[src/rtl/softex_stream_tracker.sv]
// softex_stream_tracker
// Tracks one load job on the stream between the streamer and the datapath:
// counts accepted beats against the job length, buffers beats in a 2-entry
// FIFO, and tags each beat with a per-lane valid mask and a last flag.
//
// Ports:
//   clk_i, rst_i      clock, synchronous active-high reset
//   clear_i           synchronous soft clear (same effect as rst_i)
//   enable_i          low freezes all state and blocks both handshakes
//   start_i, length_i one-cycle job start with length in elements
//   in_valid_i/in_ready_o/in_data_i        upstream beat stream
//   out_valid_o/out_ready_i/out_data_o     downstream beat stream
//   out_mask_o        per-lane valid mask of the current output beat
//   out_last_o        final beat of the job
//   busy_o            job in progress (state other than IDLE)
//   done_o            one-cycle end-of-job pulse
module softex_stream_tracker #(
    parameter int unsigned DATA_WIDTH = 256,
    parameter int unsigned ELEM_WIDTH = 16,
    parameter int unsigned LEN_WIDTH  = 32
) (
    input  logic                             clk_i,
    input  logic                             rst_i,
    input  logic                             clear_i,
    input  logic                             enable_i,
    input  logic                             start_i,
    input  logic [LEN_WIDTH-1:0]             length_i,
    input  logic                             in_valid_i,
    output logic                             in_ready_o,
    input  logic [DATA_WIDTH-1:0]            in_data_i,
    output logic                             out_valid_o,
    input  logic                             out_ready_i,
    output logic [DATA_WIDTH-1:0]            out_data_o,
    output logic [DATA_WIDTH/ELEM_WIDTH-1:0] out_mask_o,
    output logic                             out_last_o,
    output logic                             busy_o,
    output logic                             done_o
);

    localparam int unsigned N_ELEM = DATA_WIDTH / ELEM_WIDTH;
    localparam int unsigned TAIL_W = (N_ELEM > 1) ? $clog2(N_ELEM) : 1;

    typedef enum logic [1:0] {
        IDLE = 2'd0,
        RUN  = 2'd1,
        DONE = 2'd2
    } state_t;

    state_t               state;
    logic [LEN_WIDTH-1:0] total_beats;
    logic [LEN_WIDTH-1:0] accepted_beats;
    logic [TAIL_W-1:0]    tail;

    // 2-entry FIFO storage
    logic [DATA_WIDTH-1:0] fifo_data [2];
    logic [N_ELEM-1:0]     fifo_mask [2];
    logic [1:0]            fifo_last;
    logic                  wr_ptr;
    logic                  rd_ptr;
    logic [1:0]            count;

    logic                  soft_rst;
    logic                  fifo_empty;
    logic                  fifo_full;
    logic                  push;
    logic                  pop;
    logic                  final_beat;
    logic [LEN_WIDTH-1:0]  start_beats;
    logic [TAIL_W-1:0]     start_tail;
    logic [N_ELEM-1:0]     push_mask;
    logic [DATA_WIDTH-1:0] push_data;

    assign soft_rst   = rst_i || clear_i;
    assign fifo_empty = (count == 2'd0);
    assign fifo_full  = (count == 2'd2);

    // Handshakes; the beat limit stops acceptance once the job is fully loaded
    assign in_ready_o  = (state == RUN) && enable_i && !fifo_full
                         && (accepted_beats < total_beats);
    assign out_valid_o = !fifo_empty && enable_i;
    assign push        = in_valid_i && in_ready_o;
    assign pop         = out_valid_o && out_ready_i;

    // Outputs read the FIFO head; an empty FIFO presents all zeros
    assign out_data_o = fifo_empty ? '0 : fifo_data[rd_ptr];
    assign out_mask_o = fifo_empty ? '0 : fifo_mask[rd_ptr];
    assign out_last_o = !fifo_empty && fifo_last[rd_ptr];
    assign busy_o     = (state != IDLE);
    assign done_o     = (state == DONE);

    // Job geometry from the requested length: beats = ceil(len/N), tail = len mod N
    assign start_tail  = TAIL_W'(length_i % LEN_WIDTH'(N_ELEM));
    assign start_beats = (length_i / LEN_WIDTH'(N_ELEM)) + LEN_WIDTH'(start_tail != '0);

    assign final_beat = (accepted_beats == total_beats - LEN_WIDTH'(1));

    // Lane mask of the incoming beat; a partial final beat keeps only the low tail lanes
    for (genvar g = 0; g < N_ELEM; g++) begin : g_lane
        assign push_mask[g] = !(final_beat && (tail != '0)) || (TAIL_W'(g) < tail);
        assign push_data[g*ELEM_WIDTH +: ELEM_WIDTH] =
            push_mask[g] ? in_data_i[g*ELEM_WIDTH +: ELEM_WIDTH] : '0;
    end

    // Control FSM, beat counter and FIFO update
    always_ff @(posedge clk_i) begin
        if (soft_rst) begin
            state          <= IDLE;
            total_beats    <= '0;
            accepted_beats <= '0;
            tail           <= '0;
            wr_ptr         <= 1'b0;
            rd_ptr         <= 1'b0;
            count          <= 2'd0;
            fifo_last      <= '0;
            fifo_data[0]   <= '0;
            fifo_data[1]   <= '0;
            fifo_mask[0]   <= '0;
            fifo_mask[1]   <= '0;
        end else if (enable_i) begin
            case (state)
                IDLE: begin
                    if (start_i) begin
                        total_beats    <= start_beats;
                        tail           <= start_tail;
                        accepted_beats <= '0;
                        state          <= (length_i == '0) ? DONE : RUN;
                    end
                end
                RUN: begin
                    // Only the final beat carries last, so the FIFO drains with it
                    if (pop && fifo_last[rd_ptr]) begin
                        state <= DONE;
                    end
                end
                DONE: begin
                    state <= IDLE;
                end
                default: begin
                    state <= IDLE;
                end
            endcase

            if (push) begin
                fifo_data[wr_ptr] <= push_data;
                fifo_mask[wr_ptr] <= push_mask;
                fifo_last[wr_ptr] <= final_beat;
                wr_ptr            <= !wr_ptr;
                accepted_beats    <= accepted_beats + LEN_WIDTH'(1);
            end

            if (pop) begin
                rd_ptr <= !rd_ptr;
            end

            case ({push, pop})
                2'b10:   count <= count + 2'd1;
                2'b01:   count <= count - 2'd1;
                default: ;
            endcase
        end
    end

endmodule

[config.mk]
export PLATFORM = sky130hd
export DESIGN_NAME = softex_stream_tracker
export DESIGN_NICKNAME = d
export VERILOG_FILES = /design/src/rtl/softex_stream_tracker.sv
export SDC_FILE = /design/constraint.sdc
export NUM_CORES = 1
export LEC_CHECK = 0
export CAP_MARGIN = 20
export CORE_ASPECT_RATIO = 2
export CORE_MARGIN = 3
export CORE_UTILIZATION = 37
export DETAILED_ROUTE_END_ITERATION = 16
export PLACE_DENSITY = 0.61
export SETUP_SLACK_MARGIN = 0.02
export SYNTH_ARGS = -nofsm -noshare
export SYNTH_HDL_FRONTEND = slang
export SYNTH_SLANG_ARGS = --single-unit
[constraint.sdc]
create_clock -name clk_i -period 32.6 [get_ports clk_i]
set_clock_uncertainty 0.15 [all_clocks]
set_input_delay 3.26 -clock clk_i [delete_from_list [all_inputs] [get_ports clk_i]]
set_output_delay 3.26 -clock clk_i [all_outputs]
set_load 0.03 [all_outputs]
==> metrics.cfg, run 1 <==
[timing]
tns_ps=0
worst_pin_slew_ps=1360
setup_viol=0
layout_setup_ws_ps=23520
timing.fmax_mhz=110
slew_headroom_pct=9.39
min_period_over_period_pct=27.9
period_minus_slack_ps=9080
maxSlewViolCount=0
final_hold_viol_count=0
rsz0062_at_grt=false

[clock_network]
htreeDepth=2
clockRootBuffer=clkbuf_16
clk_latency_ps=620
cts-buffers-inserted=56
clock_path_buffers=3
cts_setup_buffers=0
clk_pin_slew_worst_paths_ps=70
holdBufCountCts=0
postCtsResizedCells=0
cts_tree=done
clock-sinks=618

[yosys]
seq_area_frac_synth_pct=58.9
ys_ff_latch=618
synth.avg_cell_area_um2=11.5
yosysTopAreaCell=edfxtp_1
ys.flop_type=edfxtp_1
synth_nets=2948
synthesis.instances=2619
synth_area_um2=30200
synth_edf_count=544
synth_area_leaders=edfxtp_1, mux2i_1, and3_1
postSynth.asyncResetShare_pct=0
synthTopCellsByCount=edfxtp_1, and3_1, nor2_1
yosysMostFrequentCell=edfxtp_1
synth-warning-count=0
yosysUniqueCellTypes=63
netlist.area_leader.share_pct=54.0

[grt]
grt_start_max_net_pins=168
grt_pass1_vias=23314
grt-ovfl-total=0
grt_first_pass_wirelength_um=143000
track_usage_pct=21.6
antenna_found_initial=17

[placed_design]
place_area_um2=36800
pre_cts_ws_ps=23540
numPortBuffers=571
gp_congestion=0.943
place_hpwl_um=66700

[route]
routed_via_density=5.45
drt_first_iter_violations=1341
num_vias=22746
avgRoutedWirePerCell_um=23.0
drt-total-wl_um=96200
antenna_left=0
firstDrtPassIters=5
drc=0

[run]
drv_cap=0

[finish]
drive_gt1_share_pct=4.27
synthToLayoutAreaGrowth_pct=28.1
nets=3405
nFillCells=7279
finalInstanceArea_um2=38700

[critical_path]
cp_slowest_stage_delay_ps=690
r2r_setup_slack_ps=26870
path_cells=clkdlybuf4s50_1 -> inv_1 -> or3_1 -> nor4_1 -> and2_1 -> clkdlybuf4s50_1
cp-start-kind=input pin
crit_path_end_kind=output pin
cp_max_fo=6
reg2reg_depth=11
required_ps=29190
r2r_start=total_beats[5]
slowest_stage=clkdlybuf4s50_1
cp_data_arrival_time_ps=5670
r2r_end=fifo_data[0][162]
worst-setup-path-type=input pin to output pin
worst_path_most_repeated_cell=clkdlybuf4s50_1

[power_and_ir_drop]
leakagePower_nw=15.2
total_power_mw=1.68
p_per_area_nw_per_um2=43.3
ir_drop_v=0.0000363

[hold_path]
hold_path.class=register to register
whs_endpoint=fifo_last[1]
whs_path_depth=2
hp-start=fifo_last[1]

[floorplanning]
initial_utilization_pct=37.5
core_um2=80700
ios=572
dieArea_um2=85400
die_y_um=410
die_x_um=208
num_rows=147

[run_status]
outcome=completed

layer usage:
layer	global-route usage (%)	share of wire, %	vias up
li1	-	-	10543
met1	24.0	37	11194
met2	40.5	53	827
met3	3.68	5.6	180
met4	9.07	4.2	2
met5	0	0.014	-
final cells by class:
class	count	area, um2	area share [%]
Antenna cell	17	42.5	0.110
Inverter	49	194	0.501
Timing Repair Buffer	610	6100	15.7
Clock buffer	71	1510	3.89
Sequential cell	618	17800	46.0
Tap cell	1043	1310	3.37
Clock inverter	28	292	0.752
Multi-Input combinational cell	1741	11500	29.6
worst max path at each step:
stage / start / to / cells after the start / slack (ps)
global placement: enable_i / in_ready_o / 6 / 23550
detailed placement: enable_i / in_ready_o / 6 / 23540
global route: enable_i / in_ready_o / 6 / 23390
CTS: enable_i / in_ready_o / 6 / 23520
floorplan: enable_i / fifo_data[0][0] / 6 / 7790
finish: enable_i / in_ready_o / 6 / 23520
critical path, delay by kind of cell:
| kind | cells | cell delay [ps] |
|---|---|---|
| buffers and inverters | 3 | 1380 |
| AND/OR/NAND/NOR | 3 | 1020 |
cell usage in the layout, fill, tap and decap left out, types with 17 or more instances in the layout:
cell type / netlist / routed
a211oi_1: 28 / 28
and3_1: 398 / 397
and2_1: 70 / 70
xor2_1: 44 / 44
edfxtp_1: 544 / 544
nor3_1: 20 / 20
inv_1: 48 / 49
ha_1: 34 / 34
o211a_1: 65 / 65
nor2_1: 386 / 385
mux2i_1: 275 / 275
nor4_1: 17 / 17
nand3_1: 47 / 47
diode_2: 0 / 17
clkbuf_16: 0 / 57
xnor2_1: 29 / 29
nand2_1: 98 / 98
a21oi_1: 33 / 33
dfxtp_1: 74 / 73
clkdlybuf4s50_1: 0 / 571
o21ai_0: 25 / 23
nand4_1: 38 / 38
buf_4: 0 / 31
power by group:
part | switching, mW | internal, mW
clock network | 0.299 | 0.361
registers | 0.0106 | 0.889
logic | 0.0633 | 0.0551
total | 0.373 | 1.30
state kept, by name (all words and copies together), names as in the netlist, named ones only:
name	flops
rd_ptr	1
fifo_data	512
wr_ptr	1
fifo_mask	32
count	2
accepted_beats	32
tail	4
fifo_last	2
total_beats	29
state	2
metrics by stage:
| stage | utilization (%) | hold slack [ps] | std cells |
|---|---|---|---|
| CTS | 47.8 | 357 | 4155 |
| global route | 48.0 | 376 | 4171 |
| finish | 48.0 | 354 | 4177 |
| global placement | 45.6 | 313 | 4055 |
| detailed placement | 45.6 | 347 | 4056 |
| floorplan | - | 299 | 2619 |
cells by family (layout without fill, tap and decap cells):
family,Yosys count,after routing,share of synthesized area (%)
AOI/OAI and AO/OA,217,217,5.53
xor gates and xnor gates,73,73,2.11
adders and majority gates,34,34,1.41
buffers and inverters,260,758,3.28
DFF,618,618,58.9
muxes,275,275,9.10
other,0,17,0
and+or+nand+nor,1142,1142,19.7
Note: power is estimated with default switching activity, not from simulation.
==> inputs of run 2 (changes only) <==
==> constraint.sdc (replaced) <==
create_clock -name clk_i -period 9.53 [get_ports clk_i]
set_clock_uncertainty 0.15 [all_clocks]
set_input_delay 0.953 -clock clk_i [delete_from_list [all_inputs] [get_ports clk_i]]
set_output_delay 0.953 -clock clk_i [all_outputs]
set_load 0.03 [all_outputs]
==> metrics.cfg, run 2 (same netlist as run 1, synthesis figures left out) <==
[route]
routed_via_density=5.42  ; -0.42%
drc=0  ; unchanged
antenna_left=0  ; unchanged
num_vias=22629  ; -0.51%
drt_first_iter_violations=1413  ; +5.4%
drt-total-wl_um=96900  ; +0.75%
firstDrtPassIters=5  ; unchanged
avgRoutedWirePerCell_um=23.2  ; +0.85%

[power_and_ir_drop]
total_power_mw=5.94  ; +250%
ir_drop_v=0.000140  ; +290%
leakagePower_nw=15.3  ; +0.65%
p_per_area_nw_per_um2=153  ; +250%

[clock_network]
clk_latency_ps=630  ; about the same
cts_setup_buffers=0  ; unchanged
cts_tree=done
clock_path_buffers=3  ; unchanged
clk_pin_slew_worst_paths_ps=70  ; about the same
holdBufCountCts=0  ; unchanged
cts-buffers-inserted=57  ; +1.8%
postCtsResizedCells=0  ; unchanged
clock-sinks=618  ; unchanged
htreeDepth=2  ; unchanged
clockRootBuffer=clkbuf_16

[finish]
postLayoutCoreUtil_pct=48.2  ; +0.21 points
regArea_um2=17800  ; unchanged
synthToLayoutAreaGrowth_pct=28.7
drive_gt1_share_pct=4.68  ; +0.41 points
multi_input_area_um2=11500  ; about the same
finalInstanceArea_um2=38900  ; +0.43%
reg_top3=fifo_data: 512 flops, accepted_beats: 32 flops, fifo_mask: 32 flops
largest_reg_flops=512  ; unchanged
nFillCells=7339  ; +0.82%
top_register=fifo_data
final_cell_mix=clkdlybuf4s50_1, edfxtp_1, and3_1, nor2_1, mux2i_1
nets=3402  ; -0.088%
layout_commonest_cell=clkdlybuf4s50_1
fin_cells=4173  ; -0.096%

[critical_path]
crit_path_end_kind=register
worst-setup-path-type=register to register
required_ps=9620  ; -19,570 ps
cp_data_arrival_time_ps=5720  ; +50 ps
cp-start-kind=register
cp_max_fo=162  ; +156

[timing]
maxSlewViolCount=0  ; unchanged
setup_viol=0  ; unchanged
layout_setup_ws_ps=3900  ; -19,620 ps
timing.fmax_mhz=178
rsz0062_at_grt=false
slew_headroom_pct=24.2  ; +15 points
holdWs_ps=349  ; -4.59 ps
worst_pin_slew_ps=1140  ; -222 ps
min_period_over_period_pct=59.1
final_hold_viol_count=0  ; unchanged
period_minus_slack_ps=5630
tns_ps=0  ; unchanged

[grt]
grt_first_pass_wirelength_um=144000  ; +0.60%
track_usage_pct=21.8  ; +0.18 points
grt-ovfl-total=0  ; unchanged
grt_start_max_net_pins=196  ; +17%
antenna_found_initial=14  ; -3
grt_pass1_vias=23484  ; +0.73%

[run_status]
outcome=completed

[placed_design]
pre_cts_ws_ps=3570  ; -19,960 ps
place_area_um2=36800  ; about the same
place_inst=4052  ; -0.099%
numPortBuffers=571  ; unchanged
place_hpwl_um=66700  ; about the same
gp_congestion=0.928  ; -1.6%

[floorplanning]
core_um2=80700  ; unchanged
num_rows=147  ; unchanged
dieArea_um2=85400  ; unchanged
initial_utilization_pct=37.5  ; unchanged
die_x_um=208  ; unchanged
ios=572  ; unchanged
die_y_um=410  ; unchanged

[run]
drv_cap=0  ; unchanged

[hold_path]
hold_path.class=register to register

==> run 2: layout make-up <==
cell class              count  area share, %
well taps                1043           3.35
diodes                     10         0.0643
clock inverters            36           1.12
repair buffers            606           15.6
inverters                  49          0.498
flip-flops and latches    618           45.8
clock buffers              70           4.03
multi-input cells        1741           29.5
==> run 2: per-layer routing <==
metal,GRT usage [%],up-vias,share of wire [%]
met3,3.80,168,6.0
met1,24.1,11111,37
met4,9.52,10,4.4
met5,0,-,0.072
met2,40.7,791,53
li1,-,10549,-
==> run 2: power breakdown <==
group          total [mW]  internal, mW  switching (mW)
registers            3.08          3.04          0.0375
clock network        2.45          1.40            1.06
logic               0.405         0.189           0.216
==> run 2: final timing paths <==
path                        to  depth (start not counted)           start  slack, ps
max          fifo_data[0][113]                         11  total_beats[5]       3900
min               fifo_last[0]                          2    fifo_last[0]        350
max reg2reg  fifo_data[0][113]                         11  total_beats[5]       3900
min reg2reg       fifo_last[0]                          2    fifo_last[0]        350
==> run 2: critical path, stage by stage, from the launching register on <==
cell and delay (ps):
dfxtp_1 550, inv_1 130, ha_1 330, a21oi_1 120, o21ai_0 140, a221oi_1 520, a31oi_1 140, o21ai_0 460
nand3_1 640, o21ai_4 330, buf_4 730, buf_12 670
